<file path="config.mk">
export PLATFORM = sky130hd
export DESIGN_NAME = ram_program_loader_flat
export DESIGN_NICKNAME = d
export VERILOG_FILES = /design/src/rtl/ram_program_loader_if.sv /design/src/rtl/ram_program_loader.sv /design/src/flat_wrapper.sv
export SDC_FILE = /design/constraint.sdc
export NUM_CORES = 1
export LEC_CHECK = 0
export ABC_AREA = 1
export CORE_MARGIN = 4
export CORE_UTILIZATION = 57
export DETAILED_ROUTE_END_ITERATION = 16
export GPL_TIMING_DRIVEN = 0
export PLACE_DENSITY = 0.8
export SYNTH_ARGS = -nofsm -noshare
export SYNTH_HDL_FRONTEND = slang
export SYNTH_SLANG_ARGS = --single-unit
</file>
<file path="constraint.sdc">
create_clock -name clk -period 3.1 [get_ports clk]
set_clock_uncertainty 0.05 [all_clocks]
set_input_delay 0.93 -clock clk [delete_from_list [all_inputs] [get_ports clk]]
set_output_delay 0.93 -clock clk [all_outputs]
set_load 0.02 [all_outputs]
</file>
<file path="src/rtl/ram_program_loader_if.sv">
// Loader-side bundle: incoming byte stream plus main-bus drive and RAM strobes.
// master = loader, slave = byte source / bus-and-RAM side.
interface ram_program_loader_if #(
    parameter int DATA_WIDTH = 8
);
    logic [DATA_WIDTH-1:0] rx_data;
    logic                  rx_valid;
    logic                  rx_ready;
    logic [DATA_WIDTH-1:0] bus_out;
    logic                  bus_oe;
    logic                  MI;
    logic                  RI;
    logic                  ram_clk;

    modport master (
        input  rx_data,
        input  rx_valid,
        output rx_ready,
        output bus_out,
        output bus_oe,
        output MI,
        output RI,
        output ram_clk
    );

    modport slave (
        output rx_data,
        output rx_valid,
        input  rx_ready,
        input  bus_out,
        input  bus_oe,
        input  MI,
        input  RI,
        input  ram_clk
    );
endinterface

</file>
<file path="src/rtl/ram_program_loader.sv">
// Program-RAM loader: writes 2^ADDR_WIDTH streamed bytes to addresses 0..DEPTH-1 while the CPU is held.
// Latency: 6 clk per byte from acceptance back to WAIT_BYTE (address phase 3 clk, data phase 3 clk).
// Backpressure: rx_ready only in WAIT_BYTE; a byte offered during a write is dropped and flags overrun.
module ram_program_loader #(
    parameter int ADDR_WIDTH     = 4,
    parameter int DATA_WIDTH     = 8,
    parameter int TIMEOUT_CYCLES = 100_000_000
) (
    input  logic                  clk,
    input  logic                  rst_n,
    input  logic                  start,
    ram_program_loader_if.master  lif,
    output logic                  cpu_hold,
    output logic                  busy,
    output logic                  done,
    output logic                  err,
    output logic                  overrun,
    output logic [ADDR_WIDTH:0]   byte_count
);

    localparam int DEPTH = 1 << ADDR_WIDTH;
    localparam int TW    = (TIMEOUT_CYCLES > 1) ? $clog2(TIMEOUT_CYCLES) : 1;
    localparam logic [TW-1:0]         TIMER_LAST = TW'(TIMEOUT_CYCLES - 1);
    localparam logic [ADDR_WIDTH-1:0] ADDR_LAST  = ADDR_WIDTH'(DEPTH - 1);

    typedef enum logic [3:0] {
        S_IDLE,
        S_WAIT_BYTE,
        S_A_SETUP,
        S_A_PULSE,
        S_A_HOLD,
        S_D_SETUP,
        S_D_PULSE,
        S_D_HOLD,
        S_DONE,
        S_ERROR
    } state_t;

    state_t                  state;
    state_t                  state_nx;
    logic                    start_q;
    logic                    start_edge;
    logic                    can_start;
    logic [ADDR_WIDTH-1:0]   addr;
    logic [DATA_WIDTH-1:0]   data_q;
    logic [TW-1:0]           timer;

    assign start_edge = start & ~start_q;
    assign can_start  = (state == S_IDLE) || (state == S_DONE) || (state == S_ERROR);

    // State register
    always_ff @(posedge clk or negedge rst_n) begin
        if (!rst_n) begin
            state <= S_IDLE;
        end else begin
            state <= state_nx;
        end
    end

    // Next-state logic
    always_comb begin
        state_nx = state;
        case (state)
            S_IDLE, S_DONE, S_ERROR: begin
                if (start_edge) begin
                    state_nx = S_WAIT_BYTE;
                end
            end
            S_WAIT_BYTE: begin
                // An arriving byte wins over a timeout landing in the same cycle.
                if (lif.rx_valid) begin
                    state_nx = S_A_SETUP;
                end else if (timer == TIMER_LAST) begin
                    state_nx = S_ERROR;
                end
            end
            S_A_SETUP: state_nx = S_A_PULSE;
            S_A_PULSE: state_nx = S_A_HOLD;
            S_A_HOLD:  state_nx = S_D_SETUP;
            S_D_SETUP: state_nx = S_D_PULSE;
            S_D_PULSE: state_nx = S_D_HOLD;
            S_D_HOLD: begin
                if (addr == ADDR_LAST) begin
                    state_nx = S_DONE;
                end else begin
                    state_nx = S_WAIT_BYTE;
                end
            end
            default: state_nx = S_IDLE;
        endcase
    end

    // Outputs decode from state only, so the async reset drops every strobe at once.
    always_comb begin
        lif.rx_ready = 1'b0;
        lif.bus_out  = '0;
        lif.bus_oe   = 1'b0;
        lif.MI       = 1'b0;
        lif.RI       = 1'b0;
        lif.ram_clk  = 1'b0;
        busy         = 1'b0;
        cpu_hold     = 1'b0;
        done         = 1'b0;
        err          = 1'b0;
        case (state)
            S_WAIT_BYTE: begin
                lif.rx_ready = 1'b1;
                busy         = 1'b1;
                cpu_hold     = 1'b1;
            end
            S_A_SETUP, S_A_PULSE, S_A_HOLD: begin
                busy         = 1'b1;
                cpu_hold     = 1'b1;
                lif.bus_oe   = 1'b1;
                lif.bus_out  = DATA_WIDTH'(addr);
                lif.MI       = 1'b1;
                lif.ram_clk  = (state == S_A_PULSE);
            end
            S_D_SETUP, S_D_PULSE, S_D_HOLD: begin
                busy         = 1'b1;
                cpu_hold     = 1'b1;
                lif.bus_oe   = 1'b1;
                lif.bus_out  = data_q;
                lif.RI       = 1'b1;
                lif.ram_clk  = (state == S_D_PULSE);
            end
            S_DONE: begin
                done         = 1'b1;
            end
            S_ERROR: begin
                // Partial image must never run, so the CPU stays halted.
                err          = 1'b1;
                cpu_hold     = 1'b1;
            end
            default: begin
            end
        endcase
    end

    // Datapath: address, byte latch, timeout timer, counters and overrun flag
    always_ff @(posedge clk or negedge rst_n) begin
        if (!rst_n) begin
            start_q    <= 1'b0;
            addr       <= '0;
            data_q     <= '0;
            timer      <= '0;
            byte_count <= '0;
            overrun    <= 1'b0;
        end else begin
            start_q <= start;
            if (can_start && start_edge) begin
                addr       <= '0;
                timer      <= '0;
                byte_count <= '0;
                overrun    <= 1'b0;
            end else begin
                if (state == S_WAIT_BYTE && !lif.rx_valid) begin
                    timer <= timer + TW'(1);
                end else begin
                    timer <= '0;
                end
                if (state == S_WAIT_BYTE && lif.rx_valid) begin
                    data_q <= lif.rx_data;
                end
                if (state == S_D_HOLD) begin
                    byte_count <= byte_count + (ADDR_WIDTH + 1)'(1);
                    if (addr != ADDR_LAST) begin
                        addr <= addr + ADDR_WIDTH'(1);
                    end
                end
                if (busy && !lif.rx_ready && lif.rx_valid) begin
                    overrun <= 1'b1;
                end
            end
        end
    end

endmodule

</file>
<file path="src/flat_wrapper.sv">
// flat-port wrapper written by rule: the top's interface ports become plain ports
module ram_program_loader_flat 
#(
    parameter int ADDR_WIDTH     = 4,
    parameter int DATA_WIDTH     = 8,
    parameter int TIMEOUT_CYCLES = 100_000_000
)
  (clk, rst_n, start, cpu_hold, busy, done, err, overrun, byte_count, lif_rx_data, lif_rx_valid, lif_rx_ready, lif_bus_out, lif_bus_oe, lif_MI, lif_RI, lif_ram_clk);
  ram_program_loader_if #(.DATA_WIDTH(DATA_WIDTH)) lif_i ();
  input  logic clk;
  input  logic rst_n;
  input  logic start;
  output logic cpu_hold;
  output logic busy;
  output logic done;
  output logic err;
  output logic overrun;
  output logic [ADDR_WIDTH:0] byte_count;
  input wire logic [$bits(lif_i.rx_data)-1:0] lif_rx_data;
  input wire logic [$bits(lif_i.rx_valid)-1:0] lif_rx_valid;
  output wire logic [$bits(lif_i.rx_ready)-1:0] lif_rx_ready;
  output wire logic [$bits(lif_i.bus_out)-1:0] lif_bus_out;
  output wire logic [$bits(lif_i.bus_oe)-1:0] lif_bus_oe;
  output wire logic [$bits(lif_i.MI)-1:0] lif_MI;
  output wire logic [$bits(lif_i.RI)-1:0] lif_RI;
  output wire logic [$bits(lif_i.ram_clk)-1:0] lif_ram_clk;
  assign lif_i.rx_data = lif_rx_data;
  assign lif_i.rx_valid = lif_rx_valid;
  assign lif_rx_ready = lif_i.rx_ready;
  assign lif_bus_out = lif_i.bus_out;
  assign lif_bus_oe = lif_i.bus_oe;
  assign lif_MI = lif_i.MI;
  assign lif_RI = lif_i.RI;
  assign lif_ram_clk = lif_i.ram_clk;
  ram_program_loader #(.ADDR_WIDTH(ADDR_WIDTH), .DATA_WIDTH(DATA_WIDTH), .TIMEOUT_CYCLES(TIMEOUT_CYCLES)) u_core (.clk(clk), .rst_n(rst_n), .start(start), .lif(lif_i), .cpu_hold(cpu_hold), .busy(busy), .done(done), .err(err), .overrun(overrun), .byte_count(byte_count));
endmodule
</file>
* Word level (Yosys, flattened, before mapping)
Index checks and enable logic that the tools add are counted.
** Storage, ports and cells
- Output and inout port bits :: 23
- Bits in registers :: 50
- Input port bits :: 12
- Logic and storage cells :: 73
** Operators by class
- Muxes and demuxes :: 24
- Reductions and logical operators :: 22
- Equal/unequal tests :: 14
- Add/sub/neg operators :: 3
- Bitwise operators :: 3
** Operators with widths (count)
- two-way mux 27 bit :: 2
- one-hot mux 4 bit (8 select lines) :: 1
- two-way mux 4 bit :: 7
- adder 27 x 1 -> 27 bit, second input constant :: 1
- equality test 27 bit, second input constant :: 1
- equality test 4 x 3 -> 1 bit, second input constant :: 4
- one-hot mux 8 bit (2 select lines) :: 1
- equality test 4 bit, second input constant :: 3
- two-way mux 1 bit :: 10
- two-way mux 5 bit :: 2
- OR reduction 3 bit :: 3
- equality test 4 x 2 -> 1 bit, second input constant :: 2
- OR reduction 8 bit :: 1
- OR reduction 7 bit :: 1
- AND reduction 2 bit :: 3
- nonzero test 2 bit :: 3
- OR reduction 6 bit :: 1
- adder 5 x 1 -> 5 bit, second input constant :: 1
- logical AND 1 bit :: 5
- adder 4 x 1 -> 4 bit, second input constant :: 1
- equality test 4 x 1 -> 1 bit, second input constant :: 1
- logical NOT 4 bit :: 1
- inequality test 4 bit, second input constant :: 1
- inequality test 3 x 2 -> 1 bit, second input constant :: 1
- 6 further kinds :: 9

* Logic depth before layout (Yosys ltp)
Gate-level depths: netlist of run 1.
- Depth in word-level cells :: 7
- Mapped depth :: 10

* Worst setup path before layout of run 1
Ideal clock, no wire load.
- Path kind :: register to output
- Start :: register u_core.state[3]
- End :: output port lif_bus_out[0]
- Path buffers :: 0
- Cell stages (with the launch flop) :: 4
- Path slack :: 0.448 ns
- Arrival :: 1.672 ns
- Required time :: 2.120 ns
- Cells stage by stage :: dfrtp_1 nor2_1 o21ai_0 o21ai_0
** On the way
- Cells in the longest elaborated chain, start to end :: 3
- Elaborated cells between the ends (all ways) :: 9
- Those cells by class :: eq/ne: 6; mux: 1; reduce/logical: 2
** RTL lines
- from (decl) :: line ram_program_loader.sv:39 : state_t state;
- from (signal assigned) :: line ram_program_loader.sv:56 : state <= state_nx;
- equality test 4 x 3 -> 1 bit or equality test 4 x 2 -> 1 bit (tied branches) :: line ram_program_loader.sv:105 : case (state)
- OR reduction 3 bit (on tied branches)
- one-hot mux 8 bit (2 select lines) * :: line ram_program_loader.sv:105
- to (decl) :: line flat_wrapper.sv:22 : output wire logic [$bits(lif_i.bus_out)-1:0] lif_bus_out;
Every way passes the cells marked *; elsewhere a longest branch is shown, timed or not.

* Final worst setup path of run 1
- Start :: register u_core.state[3]
- End :: output port lif_bus_out[6]
The elaborated chain is that of the path after synthesis.

==> summary.md, run 1 <==
| Metric | Value |
|---|---|
| Status | completed |
| R2R setup slack | ~1.4 ns |
| First DRT Iteration DRCs | around 170 |
| Hold WS | 0.414 ns |
| Hold Crit Endpoint | u_core.timer[0] |
| Max-Cap Viols | 0 |
| CP cell instances | inv_2 -> nand2_1 -> nor2_4 -> inv_1 -> nor2_1 -> clkdlybuf4s50_1 |
| Net Count, Synth | about 380 |
| Clk Tree Root Cell | clkbuf_8 |
| Buffers & Inverters on Critical Path | 3 |
| Tightest Hold Check Type | reg2reg |
| Most common cell after layout, fill and taps aside | nand2_1 |
| Placer Congestion | 0.887 |
| Number of inserted diodes | 0 |
| Fraction of layout cells with a size suffix above 1 | 12.2% |
| Crit path max-delay family | buffers and inverters |
| CP peak stage delay | 0.61 ns |
| WL final | 6020 um |
| Largest net degree at the start of global routing | 36 |
| Worst Slack Setup Final | 0.110 ns |
| P&R area growth vs syn | 19.7% |
| # placed instances | ~470 |
| Synth Register Bits | 50 |
| Max Freq | ~330 MHz |
| Setup repair after global routing missed its margin | false |
| Die width | 78.3 um |
| Clock sink total | 50 |
| H-tree depth | 2 |
| CTS tree | built |
| Post-CTS Setup Inserts | 0 |
| Synth area leader | dfrtp_1 |
| I/O Buffers | 34 |
| Die Y | just under 80 um |
| FF-to-FF path depth | 9 |
| Power per Cell Area | about 700 nW/um2 |
| Slew @ Worst Pin | approximately 0.39 ns |
| Final Setup Violations | 0 |
| Hold path start | u_core.timer[0] |
| CP startpoint kind | register |
| Slew HR | between 70 and 80% |
| Detail Route Antenna Nets | 0 |
| Residual DRC | 0 |
| Mapped cell area | 2820 um2 |
| Worst Hold Depth | 1 |
| Hold Vio Cnt, Final | 0 |
| Die area | about 6100 um2 |
| Crit Path Max Fanout | 6 |
| Finished Layout Cells | 476 |
| Cell row count | 25 |
| Gr ovfl total | 0 |
| TritonCTS buffer count | 5 |
| Count of cell types in the netlist | 37 |
| Period utilization | 96.4% |
| Cell area after layout | around 3400 um2 |
| I/O pins | 35 |
| First-pass GRT wire length | approximately 11,000 um |
| TNS Setup | 0 ns |
| DR vias/cell | a little over 5 |
| Initial Utilization | between 50% and 60% |
| Synth top area cells | dfrtp_1 (44%), nand2_1 (11%), nor2_1 (8.8%) |
| Commonest non-fill, non-tap cells in the layout | nand2_1 (81), nor2_1 (63), inv_1 (49), dfrtp_1 (49), clkdlybuf4s50_1 (29) |
| Clk slew on worst S/H paths | around 0.1 ns |
| Hpwl dp | 4540 um |
| Final worst path period need | 2.99 ns |
| CP endpoint kind | primary output |
| Final net count | 423 |
| Worst-skew pair later-pin latency | 0.30 ns |
| Setup Crit Path Kind | reg2out |
| Dpl ws | between 0.2 and 0.25 ns |
| Seq/Total Area, Yosys | around 44% |
| Pre-antenna DRT Iters | 4 |
| GRT Total Usage | 21.9% |
| Main synth FF type | dfrtp_1 |
| Worst R2R Start | u_core.timer[0] |
| Filler Cells Inserted | 402 |
| VDD IR max | around 0.00060 V |
| Synthesis Warnings | 0 |
| Mapped Cells | about 370 |
| Leakage | roughly 1.5 nW |
| Post-synth ARST share | 100% |
| Max Transition Viols Final | 0 |
| Initial antenna violation count | 0 |
| Synthesized area per cell | 7.70 um2 |
| Vias in the first global route | ~2,400 |
| CTS max path bufs | 2 |
| Core Area | between 4000 and 5000 um2 |
| Via count | around 2,400 |
| Routed wire per std cell | roughly 13 um |
| FF-to-FF End | u_core.timer[22] |
| WP data arrival | roughly 2 ns |
| Top-area cell type share of the netlist area | approximately 44% |
| Slowest stage cell on the critical path | clkdlybuf4s50_1 |
| CP required | 2.12 ns |
| Area after DPL | between 3000 and 4000 um2 |
| Post-synth EDFFs | 0 |
[routing by layer]
layer | vias up | GRT usage [%] | wire length (um)
met3 | 6 | 6.19 | 342
met5 | - | 0 | 0
met4 | 0 | 5.94 | 59
met2 | 62 | 36.6 | 2910
li1 | 1238 | - | -
met1 | 1092 | 28.0 | 2710
[stage by stage]
stage | utilization [%] | total power, mW
floorplan | - | 1.54
global placement | 68.2 | 1.94
detailed placement | 68.5 | 1.96
CTS | 70.7 | 2.39
global route | 70.9 | 2.54
finish | 70.9 | 2.38
[synth_stat cells, types with 2 or more instances]
library cell	instances
a211oi_1	2
a21oi_1	18
a21oi_2	2
buf_6	4
dfrtp_1	50
ha_1	3
inv_1	49
inv_2	3
mux2_2	3
nand2_1	81
nand2_2	3
nand2_4	4
nand3_1	21
nand3_2	2
nand3b_1	2
nand4_1	2
nor2_1	66
nor2_2	4
nor2_4	3
nor3_1	7
nor3b_1	3
o21ai_0	13
o21ai_1	5
xor2_1	3
[final cells by class]
class	count	area (um2)	share of cell area, %
multi-input cells	259	1330	39.6
flip-flops and latches	50	1250	37.1
clock inverters	2	12.5	0.371
repair buffers	35	362	10.7
clock buffers	6	82.6	2.45
well taps	67	83.8	2.49
plain buffers	4	45.0	1.34
inverters	53	200	5.94
[sequential cells by signal, indices dropped and copies added, names as in the netlist]
register and flops:
u_core.timer 27, u_core.data_q 8, u_core.byte_count 5, u_core.addr 4, u_core.state 4, u_core.overrun 1
u_core.start_q 1
[worst reg2reg max path: cells and delay by family (launching register included)]
family        cells  cell delay [ns]
fa+ha+maj         1             0.20
flops             1             0.38
simple gates      8             0.97
[cell families after synthesis]
group           after synthesis  share of synthesized area (%)
compound gates               44                           8.57
xor+xnor                      3                          0.933
fa+ha+maj                     3                           1.33
buf+inv                      57                           8.70
flops                        50                           44.4
mux                           4                           1.73
simple gates                205                           34.3
[worst max path at each step]
stage,startpoint,to,slack (ns),cells after the start
2_1_floorplan,u_core.state[3],lif_bus_out[0],0.45,3
3_3_place_gp,rst_n,u_core.data_q[6],-0.46,1
3_5_place_dp,u_core.state[3],lif_bus_out[3],0.23,6
4_1_cts,u_core.state[3],lif_bus_out[5],0.03,6
5_1_grt,u_core.state[3],lif_bus_out[4],0.009,6
6_report,u_core.state[3],lif_bus_out[6],0.11,6
[power by group]
part	internal (mW)	switching (mW)
Clock	0.180	0.227
Combinational	0.451	0.642
Sequential	0.768	0.108
[what timing repair did]
item                       4_1_cts  5_1_grt
setup endpoints to repair        8        8
hold buffers                     0        0
gates resized for setup          5        5
pin swaps                        0        0
Power figures use the tool's default switching activity.
==> run 2, diff against run 1 <==
Settings changed: CORE_MARGIN 4 to 2.
==> run 2 against run 1 <==
Worst setup slack improved by 0.0064 ns. Worst hold slack lost 0.0026 ns. Critical endpoint is now lif_bus_out[7]. Sequential power up 0.5%. Die area fell by 10%. Global-route usage grew 2.0 points. Clock-buffer cell count decreased by 1. Maximum frequency increased by 0.21%. Combinational power about the same. Clock power up 35%. First-iteration DRC count shrank 29%. Design area up 1.5%. Register-to-register slack about the same. Largest power group unchanged.
==> summary.md, run 2 (synthesis gave the netlist of run 1 again) <==
| Metric | Value |
|---|---|
| Status | completed |
| Pre-antenna DRT Iters | 6 (+2) |
| Initial antenna violation count | 0 (unchanged) |
| Final net count | 423 (unchanged) |
| CP required | 2.12 ns (about the same) |
| VDD IR max | 0.000623 V (+3.8%) |
| Tightest Hold Check Type | reg2reg |
| Via count | 2,427 (+1.2%) |
| NetSw | 975 uW (about the same) |
| Die width | 74.3 um (-5.1%) |
| Switching share of power | 38.8% (-2.3 points) |
| Residual DRC | 0 (unchanged) |
| DR vias/cell | 5.10 (+1.2%) |
| Cell area after layout | 3420 um2 (+1.5%) |
| CP startpoint kind | register |
| Final Setup Violations | 0 (unchanged) |
| I/O pins | 35 (unchanged) |
| Total Power | 2.51 mW (+5.8%) |
| Register Area | 1250 um2 (unchanged) |
| Max-Cap Viols | 0 (unchanged) |
| Filler Cells Inserted | 383 (-4.7%) |
| CP endpoint kind | primary output |
| GRT Total Usage | 23.9% (+2.0 points) |
| Area of the multi-input gates | 1330 um2 (unchanged) |
| Largest register FFs | 27 (unchanged) |
| CTS max path bufs | 2 (unchanged) |
| Fraction of layout cells with a size suffix above 1 | 12.2% (unchanged) |
| Slew @ Worst Pin | 0.576 ns (+0.188 ns) |
| Die area | 5520 um2 (-10%) |
| Crit Path Max Fanout | 6 (unchanged) |
| Worst-skew pair later-pin latency | 0.31 ns (about the same) |
| Clk slew on worst S/H paths | 0.10 ns (about the same) |
| WP data arrival | 2.00 ns (about the same) |
| Max Freq | 335 MHz (+0.21%) |
| Area after DPL | 3260 um2 (unchanged) |
| Hpwl dp | 4520 um (-0.54%) |
| Die Y | 74.3 um (-5.1%) |
| P&R area growth vs syn | 21.4% |
| Clock sink total | 50 (unchanged) |
| Comb pwr share | 43.2% (-2.8 points) |
| CP cell instances | inv_2 -> nand2_1 -> nor2_4 -> inv_1 -> nor2_1 -> clkdlybuf4s50_1 |
| Slew HR | 61.6% (-13 points) |
| Top flop regs | u_core.timer: 27 flops, u_core.data_q: 8 flops, u_core.byte_count: 5 flops |
| Clk Tree Root Cell | clkbuf_8 |
| Gr ovfl total | 0 (unchanged) |
| Vias in the first global route | 2,377 (-0.96%) |
| First-pass GRT wire length | 10,200 um (-5.1%) |
| Detail Route Antenna Nets | 0 (unchanged) |
| CP peak stage delay | 0.61 ns (about the same) |
| Core Area | 4750 um2 (unchanged) |
| Power per Cell Area | 734 nW/um2 (+4.3%) |
| WL final | 5970 um (-0.78%) |
| TritonCTS buffer count | 5 (unchanged) |
| Slowest stage cell on the critical path | clkdlybuf4s50_1 |
| Post-CTS Setup Inserts | 0 (unchanged) |
| Largest net degree at the start of global routing | 27 (-25%) |
| I/O Buffers | 34 (unchanged) |
| Leakage | 1.62 nW (+4.6%) |
| Clk network pwr share | 21.8% (+4.7 points) |
| Hold Buf Count CTS | 0 (unchanged) |
| Period utilization | 96.2% (-0.21 points) |
| Share of power burned in registers | 35.0% (-1.9 points) |
| Placer Congestion | 0.910 (+2.6%) |
| Max Transition Viols Final | 0 (unchanged) |
| Setup Crit Path Kind | reg2out |
| First DRT Iteration DRCs | 120 (-29%) |
| Fin util | 72.0% (+1.1 points) |
| Largest reg by FF count | u_core.timer |
| Hold Vio Cnt, Final | 0 (unchanged) |
| Number of inserted diodes | 0 (unchanged) |
| Cell row count | 25 (unchanged) |
| H-tree depth | 2 (unchanged) |
| Most common cell after layout, fill and taps aside | nand2_1 |
| Final worst path period need | 2.98 ns (-0.00637 ns) |
| Internal power | 1.54 mW (+9.9%) |
| Commonest non-fill, non-tap cells in the layout | nand2_1 (81), nor2_1 (63), inv_1 (49), dfrtp_1 (49), clkdlybuf4s50_1 (26) |
| Initial Utilization | 59.3% (unchanged) |
| CTS tree | built |
| Routed wire per std cell | 12.5 um (-0.78%) |
## run 2: changes by cell type in the layout (fill, tap and decap cells not counted), sizes merged
cell and change:
clkinvlp -1, dlymetal6s2s +3, clkdlybuf4s50 -3, bufinv +2, clkbuf -1
## run 2: worst paths after layout
path                                  from               end  slack, ns  cells past startpoint
max in group asynchronous            rst_n  u_core.data_q[5]       1.90                      2
max                        u_core.state[3]    lif_bus_out[7]       0.12                      6
min                        u_core.timer[0]   u_core.timer[0]       0.41                      1
max reg2reg                u_core.timer[0]  u_core.timer[24]       1.44                      9
min reg2reg                u_core.timer[0]   u_core.timer[0]       0.41                      1
min in group asynchronous            rst_n   u_core.timer[1]       0.55                      1
## run 2: power by group through the flow
stage	combinational, mW	clock [mW]	sequential, mW
floorplan	0.656	0	0.885
global placement	1.06	0	0.881
detailed placement	1.08	0	0.886
CTS	1.09	0.564	0.877
global route	1.19	0.585	0.893
finish	1.09	0.548	0.880
## run 2: final cells by class
class | count | area share (%)
buffer | 4 | 1.32
inverter | 53 | 5.85
timing repair buffer | 35 | 10.8
clock buffer | 5 | 2.01
clock inverter | 3 | 2.01
tap | 67 | 2.45
sequential | 50 | 36.6
multi-input combinational | 259 | 39.0
## run 2: repair_timing
action	4_1_cts	5_1_grt
endpoints found under the hold margin	0	0
resized for setup	4	9
setup endpoints to repair	8	7
## run 2: metal layers
layer / share of wire, % / wire length (um) / global-route usage [%] / vias to the layer above
li1: - / - / - / 1238
met4: 1.2 / 74 / 7.34 / 0
met3: 4.6 / 274 / 5.83 / 8
met5: 0 / 0 / 0 / -
met2: 49 / 2930 / 41.3 / 58
met1: 45 / 2690 / 29.9 / 1123
## run 2: stage by stage
stage                     cells  hold slack, ns  setup WS (ns)  setup TNS, ns
after floorplan             366           0.379          0.448              0
after global placement      467           0.400         -0.452         -22.41
after detailed placement    468           0.404          0.226              0
after CTS                   476           0.418         0.0252              0
after global routing        476           0.448       -0.00379       -0.00379
final                       476           0.412          0.117              0
## run 2: critical path: cells and delay by family (launching register included)
family	cells	cell delay, ns
buf+inv	3	0.83
flops	1	0.49
simple gates	3	0.38
==> run 3, diff against run 2 <==
Settings changed: CAP_MARGIN set to 20, CORE_UTILIZATION 57 to 55, PLACE_DENSITY 0.8 to 0.77.
Clock period 3.1 ns to 2.9 ns, I/O delays scaled along.
==> run 3 against run 2 <==
Non-clock buffer count stayed put. Die area is 3.4% higher. Combinational power is 5% higher. Design area is 1.3% lower. Clock power is 9.9% lower. Core utilization is 4.6 points lower. First-iteration DRC count is 3.3% higher. Global-route usage is 1.5 points lower. Final cell count is 0.63% higher. Worst setup slack worse by 0.020 ns.
==> summary.md, run 3 (synthesis gave the netlist of run 1 again) <==
| Metric | Value |
|---|---|
| H-tree depth | 2 (unchanged) |
| Setup Crit Path Kind | reg2out |
| Crit Path Max Fanout | 5 (-1) |
| Largest net degree at the start of global routing | 29 (+7.4%) |
| GRT Total Usage | 22.5% (-1.5 points) |
| Number of inserted diodes | 0 (unchanged) |
| CP startpoint kind | register |
| Die width | 75.6 um (+1.7%) |
| VDD IR max | 0.000670 V (+7.6%) |
| Placer Congestion | 0.838 (-7.9%) |
| Fraction of layout cells with a size suffix above 1 | 12.5% (+0.24 points) |
| CTS max path bufs | 2 (unchanged) |
| Power per Cell Area | 764 nW/um2 (+4.0%) |
| CP endpoint kind | primary output |
| Slew @ Worst Pin | 0.544 ns (-0.0316 ns) |
| Max-Cap Viols | 0 (unchanged) |
| Area of the multi-input gates | 1330 um2 (unchanged) |
| DR vias/cell | 5.02 (-1.6%) |
| Status | completed |
| WL final | 5980 um (+0.12%) |
| Max Freq | 357 MHz |
| P&R area growth vs syn | 19.8% |
| CP required | 1.98 ns (-0.14 ns) |
| Largest reg by FF count | u_core.timer |
| Hold WS | 0.424 ns (+0.0122 ns) |
| TritonCTS buffer count | 5 (unchanged) |
| Cell row count | 26 (+4.0%) |
| Die Y | 75.6 um (+1.7%) |
| Initial Utilization | 56.2% (-3.0 points) |
| Hold Vio Cnt, Final | 0 (unchanged) |
| # placed instances | 471 (+0.64%) |
| Largest register FFs | 27 (unchanged) |
| First DRT Iteration DRCs | 124 (+3.3%) |
| Gr ovfl total | 0 (unchanged) |
| Filler Cells Inserted | 445 (+16%) |
| Register Area | 1250 um2 (+0.20%) |
| Clk Tree Root Cell | clkbuf_8 |
| I/O pins | 35 (unchanged) |
| Slew HR | 63.7% (+2.1 points) |
| Most common cell after layout, fill and taps aside | nand2_1 |
| Tightest Hold Check Type | reg2reg |
| Area after DPL | 3260 um2 (+0.12%) |
| Leakage | 1.53 nW (-5.6%) |
| WP data arrival | 1.88 ns (-0.12 ns) |
| Worst-skew pair later-pin latency | 0.30 ns (about the same) |
| Core Area | 5010 um2 (+5.4%) |
| Via count | 2,404 (-0.95%) |
| Final worst path period need | approximately 2.8 ns |
| Fin util | 67.4% (-4.6 points) |
| CTS tree | built |
| Post-CTS Setup Inserts | 0 (unchanged) |
| Routed wire per std cell | 12.5 um (-0.51%) |
| Final Setup Violations | 0 (unchanged) |
| Commonest non-fill, non-tap cells in the layout | nand2_1 (81), nor2_1 (63), inv_1 (49) |
| Max Transition Viols Final | 0 (unchanged) |
| Vias in the first global route | 2,197 (-7.6%) |
| Clk slew on worst S/H paths | 0.09 ns (about the same) |
| Period utilization | a little over nine tenths |
| Clock sink total | 50 (unchanged) |
| Detail Route Antenna Nets | 0 (unchanged) |
| Final net count | 423 (unchanged) |
| Setup repair after global routing missed its margin | false |
| Die area | 5710 um2 (+3.4%) |
| I/O Buffers | 34 (unchanged) |
| Top flop regs | u_core.timer: 27 flops, u_core.data_q: 8 flops, u_core.byte_count: 5 flops |
| First-pass GRT wire length | 9820 um (-4.0%) |
| Finished Layout Cells | 479 (+0.63%) |
| Initial antenna violation count | 0 (unchanged) |
| Hpwl dp | 4410 um (-2.5%) |
| Residual DRC | 0 (unchanged) |
| Cell area after layout | 3380 um2 (-1.3%) |
| Pre-antenna DRT Iters | 7 (+1) |
==> run 3: path summary, 6_finish.rpt <==
path,start,slack [ns],depth (start not counted),endpoint
max in group asynchronous,rst_n,1.77,2,u_core.state[1]
min in group asynchronous,rst_n,0.49,1,u_core.timer[2]
max reg2reg,u_core.timer[0],1.22,9,u_core.timer[24]
min,u_core.timer[0],0.42,1,u_core.timer[0]
min reg2reg,u_core.timer[0],0.42,1,u_core.timer[0]
max,u_core.state[3],0.1,4,lif_MI
==> run 3: cell type report <==
type | count | area share (%)
clock inverters | 2 | 1.11
multi-input cells | 259 | 39.5
well taps | 70 | 2.59
plain buffers | 4 | 1.33
inverters | 53 | 5.93
repair buffers | 35 | 10.2
clock buffers | 6 | 2.15
flip-flops and latches | 50 | 37.2
==> run 3: metal layers <==
layer	GRT usage [%]	share of wire, %	vias up
li1	-	-	1235
met4	6.63	1.3	0
met2	37.0	47	67
met5	0	0	-
met3	5.82	5.6	6
met1	29.3	46	1096
==> run 3: timing repair <==
item / in CTS / in global routing
hold buffers: 0 / 0
gates resized for setup: 13 / 3
pin swaps: 0 / 0
endpoints found under the setup margin: 10 / 2
==> run 3: stage by stage <==
| step | setup WS, ns | setup TNS [ns] | power (mW) |
|---|---|---|---|
| 2_1_floorplan | 0.308 | 0 | 1.65 |
| 3_3_place_gp | -0.587 | -29.20 | 2.07 |
| 3_5_place_dp | 0.0852 | 0 | 2.10 |
| 4_1_cts | 0.0318 | 0 | 2.59 |
| 5_1_grt | 0.0215 | 0 | 2.74 |
| 6_report | 0.0967 | 0 | 2.58 |
==> run 3: power breakdown <==
| group | total [mW] | switching, mW | internal, mW |
|---|---|---|---|
| clock | 0.494 | 0.237 | 0.258 |
| combinational | 1.14 | 0.685 | 0.455 |
| sequential | 0.946 | 0.122 | 0.824 |
==> run 3: critical path, stage by stage, from the launching register on <==
cell,delay [ns]
dfrtp_2,0.49
nor2_2,0.23
o21ai_1,0.18
inv_1,0.09
clkdlybuf4s50_1,0.60
